File: config.mk
export PLATFORM = sky130hd
export DESIGN_NAME = av_master_port
export DESIGN_NICKNAME = d
export VERILOG_FILES = /design/src/rtl/av_master_port.sv
export SDC_FILE = /design/constraint.sdc
export NUM_CORES = 1
export LEC_CHECK = 0
export ABC_AREA = 1
export CAP_MARGIN = 5
export CORE_UTILIZATION = 54
export CTS_BUF_LIST = sky130_fd_sc_hd__clkbuf_8 sky130_fd_sc_hd__clkbuf_16
export DETAILED_ROUTE_END_ITERATION = 7
export HOLD_SLACK_MARGIN = 0.05
export PLACE_DENSITY_LB_ADDON = 0.12
export SKIP_CTS_REPAIR_TIMING = 1
export SLEW_MARGIN = 10
export SYNTH_ARGS = -nofsm -noshare
export SYNTH_HDL_FRONTEND = slang
export SYNTH_SLANG_ARGS = --single-unit
File: constraint.sdc
create_clock -name sysclk -period 6.4 [get_ports sysclk]
set_input_delay 1.6 -clock sysclk [delete_from_list [all_inputs] [get_ports sysclk]]
set_output_delay 1.6 -clock sysclk [all_outputs]
set_load 0.05 [all_outputs]
File: src/rtl/av_master_port.sv
// av_master_port: register-mapped Avalon-MM master.
// MCU register loads and reads launch single-word Avalon transactions.
// mcu_wait holds the MCU off until each transaction has finished.
// Optional address auto-increment is supported.
// A waitrequest timeout aborts a stuck transaction and sets a sticky flag.
module av_master_port #(
  parameter int unsigned INC_STEP       = 2,
  parameter int unsigned TIMEOUT_CYCLES = 1024
) (
  input  logic        sysclk,
  input  logic        sysreset,
  input  logic [15:0] r_load_data,
  input  logic        ld_ad_hi,
  input  logic        ld_ad_lo,
  input  logic        ld_write_data,
  input  logic        ld_ctrl,
  input  logic        rd_write_data,
  output logic [15:0] ad_hi,
  output logic [15:0] ad_lo,
  output logic [15:0] write_data,
  output logic [15:0] read_data,
  output logic [15:0] status,
  output logic        mcu_wait,
  output logic [31:0] av_address,
  output logic        av_read,
  output logic        av_write,
  output logic [15:0] av_writedata,
  input  logic [15:0] av_readdata,
  input  logic        av_waitrequest
);

  typedef enum logic [1:0] {IDLE, WRITE, READ, DONE} state_t;

  localparam logic [31:0] INC_VAL       = 32'(INC_STEP);
  localparam logic [31:0] TIMEOUT_LIMIT = 32'(TIMEOUT_CYCLES);

  state_t      state_q, state_d;
  logic [15:0] adHi_q, adHi_d;
  logic [15:0] adLo_q, adLo_d;
  logic [15:0] writeData_q, writeData_d;
  logic [15:0] readData_q, readData_d;
  logic        autoInc_q, autoInc_d;
  logic        timeout_q, timeout_d;
  logic [31:0] waitCnt_q, waitCnt_d;
  logic        mcuWait_q;
  logic        timeoutSet;

  // Next-state logic: command decode, waitrequest handling, timeout and auto-increment
  always_comb begin
    state_d     = state_q;
    adHi_d      = adHi_q;
    adLo_d      = adLo_q;
    writeData_d = writeData_q;
    readData_d  = readData_q;
    autoInc_d   = autoInc_q;
    timeout_d   = timeout_q;
    waitCnt_d   = waitCnt_q;
    timeoutSet  = 1'b0;

    case (state_q)
      IDLE: begin
        if (ld_ad_hi) adHi_d = r_load_data;
        if (ld_ad_lo) adLo_d = r_load_data;
        if (ld_ctrl)  autoInc_d = r_load_data[0];
        // A write strobe takes priority; a simultaneous read strobe is dropped
        if (ld_write_data) begin
          writeData_d = r_load_data;
          state_d     = WRITE;
          waitCnt_d   = '0;
        end else if (rd_write_data) begin
          state_d   = READ;
          waitCnt_d = '0;
        end
      end
      WRITE, READ: begin
        if (!av_waitrequest) begin
          state_d = DONE;
          if (state_q == READ) readData_d = av_readdata;
          if (autoInc_q) {adHi_d, adLo_d} = {adHi_q, adLo_q} + INC_VAL;
        end else begin
          waitCnt_d = waitCnt_q + 32'd1;
          // Abort on the TIMEOUT_CYCLES-th stalled edge; no capture, no increment
          if ((TIMEOUT_LIMIT != 32'd0) && (waitCnt_q == TIMEOUT_LIMIT - 32'd1)) begin
            state_d    = DONE;
            timeoutSet = 1'b1;
          end
        end
      end
      DONE:    state_d = IDLE;
      default: state_d = IDLE;
    endcase

    // The flag clear is honoured in any state, but a same-edge set wins
    if (ld_ctrl && r_load_data[1]) timeout_d = 1'b0;
    if (timeoutSet) timeout_d = 1'b1;
  end

  // State and register file; mcu_wait is registered from the next state
  always_ff @(posedge sysclk or posedge sysreset) begin
    if (sysreset) begin
      state_q     <= IDLE;
      adHi_q      <= '0;
      adLo_q      <= '0;
      writeData_q <= '0;
      readData_q  <= '0;
      autoInc_q   <= 1'b0;
      timeout_q   <= 1'b0;
      waitCnt_q   <= '0;
      mcuWait_q   <= 1'b0;
    end else begin
      state_q     <= state_d;
      adHi_q      <= adHi_d;
      adLo_q      <= adLo_d;
      writeData_q <= writeData_d;
      readData_q  <= readData_d;
      autoInc_q   <= autoInc_d;
      timeout_q   <= timeout_d;
      waitCnt_q   <= waitCnt_d;
      mcuWait_q   <= (state_d != IDLE);
    end
  end

  assign ad_hi        = adHi_q;
  assign ad_lo        = adLo_q;
  assign write_data   = writeData_q;
  assign read_data    = readData_q;
  assign status       = {13'd0, autoInc_q, timeout_q, mcuWait_q};
  assign mcu_wait     = mcuWait_q;
  assign av_address   = {adHi_q, adLo_q};
  assign av_writedata = writeData_q;
  assign av_write     = (state_q == WRITE);
  assign av_read      = (state_q == READ);

endmodule

* Word level (Yosys, flattened, before mapping)
Index checks and enable logic that the tools add are counted.
** Cells by class
- $add $sub $neg :: 2
- Eq/ne operators :: 10
- Mux-type cells :: 22
- Bitwise gates (word level) :: 1
- Reductions and logical operators :: 12
** Operator list (number)
- 16-bit 2-to-1 mux :: 6
- 32-bit 2-to-1 mux :: 3
- 16-bit case mux with 2 select lines :: 2
- 32-bit case mux with 2 select lines :: 1
- 32-bit by 1-bit adder with 32-bit output, second input constant :: 1
- 32-bit by 2-bit adder with 32-bit output, second input constant :: 1
- 32-bit by 10-bit equality test with 1-bit output, second input constant :: 1
- 2-bit != test, second input constant :: 5
- 2-bit 2-to-1 mux :: 4
- 4-bit AND reduction :: 2
- 2-bit case mux with 3 select lines :: 1
- 3-bit AND reduction :: 2
- 2-bit nonzero test :: 3
- 1-bit 2-to-1 mux :: 5
- 2-bit equality test, second input constant :: 2
- 2-bit AND reduction :: 2
- 3-bit != test, second input constant :: 1
- 2-bit by 1-bit equality test with 1-bit output, second input constant :: 1
- 2-bit logical NOT :: 1
- 2-bit OR reduction :: 1
- 1-bit logical AND :: 1
- 1-bit NOT :: 1
** Storage, ports and cells
- Register bits after elaboration :: 101
- Bits of input ports :: 40
- Output and inout bits :: 131

* Longest topological paths before layout
- Word-level depth :: 5
- Gate-level depth with buffers :: 11
- Mapped depth without buffers :: 11

* Worst setup path after synthesis
OpenSTA, ideal clock, no wires.
- Path type :: flip-flop to output port
- Start point :: reg adLo_q[9] (netlist: ad_lo[9])
- End point :: out av_address[9]
- Arrival time :: 1.004 ns
- Slack :: 3.796 ns
- Stages on the path, launching flop included :: 2
- Path buffers :: 1
- Cells stage by stage :: dfrtp_1 > buf_4
** RTL lines
- start, declared :: RTL line 39 : logic [15:0] adLo_q, adLo_d;
- start signal, assigned :: RTL line 113 : adLo_q <= adLo_d;
- end, declared :: RTL line 24 : output logic [31:0] av_address,
No word-level cell between the ends.

* Worst setup path after layout
- Start point :: reg state_q[0]
- End point :: out av_read
** On the way
- Word-level cells in the longest chain between the ends :: 1
** RTL lines
- start, declared :: RTL line 37 : state_t state_q, state_d;
- start signal, assigned :: RTL line 111 : state_q <= state_d;
- 2-bit equality test :: RTL line 132 : assign av_read = (state_q == READ);
- end, declared :: RTL line 25 : output logic av_read,
No other way between the ends.

==> results by group <==
Run status
  – Status: finished with violations
  – Failing checks: DRC

CTS
  – H-tree depth reported by CTS: 3
  – CTS tree: built
  – Reg clk slew, reported paths: 0.07 ns
  – Clk Latency, worst-skew pair: 0.36 ns
  – CTS Sinks: 101
  – Clock root buffer master: clkbuf_16
  – Clock Path Buffers: 2
  – TritonCTS Buffers: 9

Floorplanning
  – Die H: 111.6 um
  – Die Span X: 111.6 um
  – Num rows: 39
  – Core area: 0.01156 mm^2
  – Die Footprint: 0.01245 mm^2
  – Initial Utilization: 0.5605
  – I/O pin count: 171

Hold path
  – Min-Delay Startpoint: read_data[0]$_DFFE_PP0P_
  – Min-Delay Path Class: register to register
  – Hold path depth: 1
  – Hold worst-path end: read_data[0]$_DFFE_PP0P_

Worst setup path
  – Worst Reg-to-Reg Cells: 10
  – WP depth: 3
  – Critical path required time: 4.80 ns
  – CP Buf/Inv Count: 2
  – CP Class: register to primary output
  – Top delay family on crit path: buffers and inverters
  – Crit path max fanout: 4
  – Crit. End Element: primary output
  – Startpoint types: register
  – Worst R2R Start: state_q[1]$_DFF_PP0_
  – Critical Path AT: 1.90 ns
  – Slowest cell on crit path: clkdlybuf4s50_1
  – Reg-to-Reg End: ad_hi[1]$_DFFE_PP0P_
  – Critical-path cell list: inv_1 -> ha_1 -> clkdlybuf4s50_1
  – Slowest stage delay, CP: 0.82 ns
  – R2r setup slk: 3.82 ns

Timing
  – Max Fclk: 286.1 MHz
  – Worst clock skew: 0.008753 ns
  – Worst Max-Slew Pin Slew: 0.8546 ns
  – Minimum clock period: 3.495 ns
  – Final Max Slew Viols: 0
  – Sum Neg Setup Slack: 0 ns
  – Crit share post-route: 0.5462
  – WHS: 0.5047 ns
  – Finish-stage setup viols: 0
  – Final Hold Vio Count: 0
  – RSZ-0062 raised after global routing: false
  – Slew HR: 0.4289

Final layout
  – Final net count: 1028
  – Share of cells above drive strength 1: 0.09422
  – Post-route cell area: 0.007990 mm^2
  – Number of diodes: 0
  – Area grow syn2layout: 23.26%

Yosys
  – Top FF cell, synth: dfrtp_1
  – Post-synth top area share: 0.3899
  – Synth cell types: 41
  – Mapped Area: 0.006482 mm^2
  – Register area share after synthesis: 0.3899
  – Top cells by area, synth: dfrtp_1, nand2_1, buf_4, nor2_1, inv_1
  – Syn_area_per_cell: 7.366 um^2
  – Syn Inst Count: 880
  – Seq cells post-synth: 101
  – Yosys warning total: 0
  – Synth cell count leaders: nand2_1, nor2_1, dfrtp_1
  – Synth async-reset ratio: 1.000
  – Leading area contributor after synthesis: dfrtp_1
  – Post-synth EDFFs: 0
  – Most frequent cell after synthesis: nand2_1

Detailed routing
  – Residual DRC: 16
  – Via count: 5853
  – DRT iter0 DRCs: 433
  – Vias per std cell: 5.180
  – Final WL: 16.15 mm
  – TritonRoute pass-1 iters: 8
  – Routed wire per std cell: 14.29 um
  – ANT nets after route: 0

Global routing
  – Met1 Resource Use GR: 0.4019
  – Largest net degree at the start of global routing: 61
  – M3 GR Usage: 0.06206
  – Total GRT Usage: 0.2709
  – Global routing's busiest layer: met2
  – Vias in the first global route: 5325
  – First-pass GRT wire length: 26.61 mm
  – Gr ovfl total: 0
  – Met2 usage: 0.4021
  – Initial antenna violation count: 0

Placed design
  – Gpl congestion: 0.8863
  – Placed Area: 0.007721 mm^2
  – IO Port Bufs: 157
  – HPWL after DPL: 11.95 mm

Flow run
  – Maxcap violations: 0
==> layout make-up <==
type | count | area, um^2
clock buffers | 9 | 225.2
repair buffers | 159 | 1587
multi-input cells | 602 | 3017
inverters | 109 | 411.6
clock inverters | 7 | 43.79
flip-flops and latches | 101 | 2527
fillers | 1009 | 3575
well taps | 143 | 178.9
==> placed cells by master, fill, tap and decap left out, types with 3 or more instances in the layout <==
cell type,instances
mux2_2,18
clkbuf_16,9
nand2_2,8
nor3_1,18
clkinvlp_4,3
inv_2,10
o21ai_0,37
nand3b_1,6
o21bai_1,5
nand3_2,4
o21ai_1,10
inv_1,99
nor2_1,128
dfrtp_1,101
ha_1,6
conb_1,13
nor2_4,17
nand2_1,211
clkdlybuf4s50_1,157
o22ai_1,4
nor2_2,8
a21oi_1,43
nand4_1,9
nand3_1,34
nor3_2,5
==> how the worst max path moves through the flow <==
| stage | from | to | slack (ns) |
|---|---|---|---|
| floorplan | sysreset | ad_hi[0]$_DFFE_PP0P_ | 2.15 |
| global route | state_q[0]$_DFF_PP0_ | av_read | 2.87 |
| finish | state_q[0]$_DFF_PP0_ | av_read | 2.90 |
| global placement | ld_write_data | waitCnt_q[5]$_DFFE_PP0P_ | 2.99 |
| detailed placement | ld_write_data | waitCnt_q[8]$_DFFE_PP0P_ | 2.98 |
| CTS | state_q[0]$_DFF_PP0_ | av_read | 2.91 |
==> cells by family (layout without fill, tap and decap cells) <==
| family | count (synthesis) | in the layout | share of synthesized area |
|---|---|---|---|
| DFF | 101 | 101 | 0.3899 |
| adders and majority gates | 6 | 6 | 0.01158 |
| AOI/OAI and AO/OA | 106 | 106 | 0.08686 |
| buffers and inverters | 189 | 284 | 0.1517 |
| xor gates and xnor gates | 2 | 2 | 0.002703 |
| muxes | 18 | 18 | 0.03127 |
| and+or+nand+nor | 457 | 457 | 0.3254 |
| other | 1 | 13 | 0.0005785 |
==> state kept, by name (all words and copies together), names as in the netlist <==
signal        count
ad_lo            16
read_data        16
timeout_q         1
av_writedata     16
state_q           2
waitCnt_q        32
mcu_wait          1
autoInc_q         1
ad_hi            16
==> metrics by stage <==
step / utilization / std cells / setup slack, ns
2_1_floorplan: - / 892 / 2.153
3_3_place_gp: 0.6676 / 1114 / 2.987
3_5_place_dp: 0.6676 / 1114 / 2.977
4_1_cts: 0.6909 / 1130 / 2.910
5_1_grt: 0.6909 / 1130 / 2.868
6_report: 0.6909 / 1130 / 2.905
==> layer usage <==
layer,vias to the layer above,part of all wire
met5,-,0
met4,0,0.0096
met3,10,0.076
met2,229,0.44
met1,2711,0.48
li1,2903,-
Power is left out: the tool's default activity adds up to more than one toggle a clock period on the data nets, which glitch-free logic cannot reach.
==> patch 1 (same flow settings) <==
`readData_q` no longer has a reset.
--- a/src/rtl/av_master_port.sv
+++ b/src/rtl/av_master_port.sv
@@ -102,7 +102,6 @@
       adHi_q      <= '0;
       adLo_q      <= '0;
       writeData_q <= '0;
-      readData_q  <= '0;
       autoInc_q   <= 1'b0;
       timeout_q   <= 1'b0;
       waitCnt_q   <= '0;
@@ -112,12 +111,15 @@
       adHi_q      <= adHi_d;
       adLo_q      <= adLo_d;
       writeData_q <= writeData_d;
-      readData_q  <= readData_d;
       autoInc_q   <= autoInc_d;
       timeout_q   <= timeout_d;
       waitCnt_q   <= waitCnt_d;
       mcuWait_q   <= (state_d != IDLE);
     end
+  end
+
+  always_ff @(posedge sysclk) begin
+    readData_q <= readData_d;
   end
 
   assign ad_hi        = adHi_q;
Function: differs if sysreset is asserted again (counterexample within 4 cycles, from zero or initial values and one cycle with sysreset high); with sysreset held inactive, the same outputs for 4 cycles.
==> patch 1 against the unedited design <==
Cell count decreased by 0.62%. Design area down 1.5%. Register-to-register slack gained 0.04 ns. Core utilization is 0.19 points lower. Clock skew grew 0.0029 ns. Routed wire length shrank 0.28%. Worst setup slack better by 0.012 ns. Sequential share of layout area grew 1.5 points. Count of clock-buffer cells in the layout unchanged. Highest routed layer unchanged. Synthesized area decreased by 2.4%. Global-route usage grew 0.42 points. Sequential cell count unchanged.
==> patch 1: results <==
[run_status]
status = completed

[place]
detailedPlace.worstSlack_ns = 2.93
placed_cell_area_mm2 = 0.00755
numPortBuffers = 157
gp_congestion = 0.914
hpwlAfterDp_um = 12100

[run]
max_cap_viol_count = 0

[synthesis]
synth.avg_cell_area_um2 = 7.24
ys_async_sr_fraction = 0.842
synth_warnings = 0
seq_area_frac_synth = 0.412
synth-edff-count = 16
synthDistinctLibCells = 42
ys.flop_type = dfrtp_1
ys_top_cells_by_area = dfrtp_1 (34%), nand2_1 (13%), buf_4 (7.9%)
synth_common_cells = nand2_1 (222), nor2_1 (131), inv_1 (96)

[global_routing]
grt_max_degree = 57
grt_pass1_vias = 5090
antenna_found_initial = 0
grt_pass1_wl_um = 25600
gr-usage-all-layers = 0.275
grt_overflow_total = 0

[critical_path]
cp_data_arrival_time_ns = 1.88
critPathTopFamily = buffers and inverters

[clock_tree]
h-tree-depth = 3
numCtsBuffers = 9
clockRootBuffer = clkbuf_16
cts_buffer_depth = 2
clock_latency_ns = 0.35

[route]
avgViaCountPerCell = 5.16
wire_per_inst_um = 14.3
drt_iter0_markers = 439
first_pass_iters = 5

[cells_and_area]
largest_reg_flops = 32
drive_gt1_frac = 0.0704
fillers = 1013
n_antenna_cell = 0
final_nets = 1021
finalNonFillerCells = 1123
top_register = waitCnt_q

[pwr]
p_leak_uw = 0.00351
peakVddDrop_mv = 0.562

[timing]
setup_viol = 0
fin_skew_ns = 0.0116
worst_pin_slew_ns = 0.974

[min_path]
min_path_type = reg -> reg
-- patch 1: cell count changes in the layout (fill, tap and decap cells not counted), moves of 11 or more --
cell / before / now
mux2_2: 18 / 0
dfrtp_1: 101 / 85
edfxtp_1: 0 / 16
nand2_1: 211 / 222
nor2_2: 8 / 19
-- patch 1: cell families (layout without fill, tap and decap cells) --
family                     Yosys count  after routing  share of synthesized area
AOI/OAI and AO/OA                  111            111                     0.0937
xor gates and xnor gates             2              2                    0.00277
adders and majority gates            6              6                     0.0119
buffers and inverters              183            277                      0.153
DFF                                101            101                      0.412
other                                1             13                   0.000593
and+or+nand+nor                    470            470                      0.325
-- patch 1: cell type report --
class                      count  area [µm²]  area share
tap                          143         179      0.0227
sequential                   101        2610       0.331
inverter                     102         387      0.0491
clock inverter                 7        86.3      0.0110
multi-input combinational    602        2800       0.355
clock buffer                   9         225      0.0286
timing repair buffer         159        1590       0.202
-- patch 1: layer usage --
metal  vias to the layer above  GRT usage  share of wire
met5                         -          0              0
met4                         0     0.0526          0.010
met3                        15     0.0441          0.081
met2                       235      0.414           0.44
met1                      2654      0.418           0.47
li1                       2888          -              -
-- patch 1: path summary, 6_finish.rpt --
check / cells after the start / endpoint / slack, ns / start
min in group asynchronous: 2 / waitCnt_q[12] / 1.76 / sysreset
worst max register to register: 10 / ad_hi[7] / 3.86 / state_q[0]
worst min register to register: 1 / waitCnt_q[7] / 0.50 / waitCnt_q[7]
worst max-delay path: 3 / av_read / 2.92 / state_q[0]
worst min-delay path: 1 / waitCnt_q[7] / 0.50 / waitCnt_q[7]
max in group asynchronous: 3 / ad_lo[13] / 3.68 / sysreset
-- patch 1: report_power, final --
group,total [µW],switching (µW),internal (µW)
registers,1100,251,850
clock network,561,279,283
logic,3090,2180,909
total,4750,2710,2040
==> patch 2 (same settings) <==
Without the edit above. The parameter `TIMEOUT_CYCLES` goes from 1024 to 512.
--- a/src/rtl/av_master_port.sv
+++ b/src/rtl/av_master_port.sv
@@ -5,7 +5,7 @@
 // A waitrequest timeout aborts a stuck transaction and sets a sticky flag.
 module av_master_port #(
   parameter int unsigned INC_STEP       = 2,
-  parameter int unsigned TIMEOUT_CYCLES = 1024
+  parameter int unsigned TIMEOUT_CYCLES = 512
 ) (
   input  logic        sysclk,
   input  logic        sysreset,
Function: same outputs for any inputs over 4 cycles, from zero or initial values and one cycle with sysreset high; that may be too few to reach the edited logic, so the function may still have changed.
==> patch 2 against the unedited design <==
The run still ends with design-rule violations left. Maximum frequency decreased by 0.67%. Worst setup slack worse by 0.024 ns. Sequential cell count is the same. Non-clock buffer count unchanged. Hold slack lost 0.0011 ns. First-iteration DRC count grew 20%. Routed wire length is 2.2% higher. Synthesized area is 0.64% lower. Design area about the same. Die area decreased by 0.63%. Highest routed layer unchanged.
Power is left out: the tool's default activity adds up to more than one toggle a clock period on the data nets, which glitch-free logic cannot reach.
==> patch 2: results <==
[run_status]
status = finished with violations
violations = design-rule violations

[cells_and_area]
final_nets = 1032
drive_gt1_frac = 0.0878

[route]
wire_per_inst_um = 14.6
avgViaCountPerCell = 5.24
drc_errors = 32
first_pass_iters = 7
postRouteAntennaNets = 0
drt_iter0_markers = 520

[synthesis]
muxShareOfSynthArea = 0.0315
synthDistinctLibCells = 36
synth_xor_area_frac = 0.00136
seq_area_frac_synth = 0.392
ys_top_cells_by_area = dfrtp_1 (39%), nand2_1 (13%), nor2_1 (8.1%)
synth_common_cells = nand2_1 (216), nor2_1 (139), dfrtp_1 (101)

[global_routing]
grt_pass1_vias = 5428
grt_pass1_wl_um = 27000
gr-usage-all-layers = 0.276

[place]
gp_congestion = 0.908
hpwlAfterDp_um = 12100

[critical_path]
r2r_slack_ns = 3.72
cp_data_arrival_time_ns = 1.92

[timing]
relSlewSlack = 0.396
fin_skew_ns = 0.00710
==> patch 2: cell count changes in the layout (fill, tap and decap cells not counted), moves of 5 or more <==
cell     unedited run  this run
inv_1              99        94
nand2_1           211       216
nand3_1            34        39
nor2_1            128       139
nor2_2              8        13
nor2_4             17        10
o21ai_0            37        43
o21ai_1            10         3
==> patch 2: critical path, stage by stage, from the launching register on <==
cell and delay (ns):
dfrtp_1 0.41, inv_1 0.12, ha_1 0.21, clkdlybuf4s50_1 0.82
==> patch 2: routing by layer <==
metal	global-route usage	vias to the layer above	share of wire
met5	0	-	0
met4	0.0712	0	0.010
met3	0.0651	15	0.092
met2	0.408	247	0.43
met1	0.405	2747	0.47
li1	-	2935	-
==> patch 2: cells by family after synthesis <==
kind of cell / Yosys count
other cells: 1
mux: 18
xor+xnor: 1
simple gates: 472
compound gates: 103
flops: 101
buf+inv: 183
fa+ha+maj: 6
==> patch 2: layout make-up <==
cell class	instances	area, µm²
inverter	102	385
tap	143	179
clock inverter	7	92.6
timing repair buffer	159	1590
clock buffer	9	225
multi-input combinational	613	3000
sequential	101	2530
fill	979	3520
==> patch 2: how the worst max path moves through the flow <==
stage | end | startpoint | slack (ns)
floorplan | ad_hi[0] | sysreset | 2.15
global placement | waitCnt_q[13] | ld_write_data | 2.96
detailed placement | waitCnt_q[12] | ld_write_data | 2.90
CTS | av_read | state_q[0] | 2.87
global route | av_read | state_q[0] | 2.80
finish | av_read | state_q[0] | 2.88
==> patch 2: metrics by stage <==
| stage | std cells | instance area (µm²) | worst slack [ns] | utilization | hold slack, ns |
|---|---|---|---|---|---|
| after floorplan | 897 | 6490 | 2.15 | - | 0.453 |
| after global placement | 1118 | 7670 | 2.96 | 0.666 | 0.476 |
| final | 1134 | 7990 | 2.88 | 0.694 | 0.504 |
| after global routing | 1134 | 7990 | 2.80 | 0.694 | 0.517 |
| after detailed placement | 1118 | 7670 | 2.90 | 0.666 | 0.489 |
| after CTS | 1134 | 7990 | 2.87 | 0.694 | 0.508 |
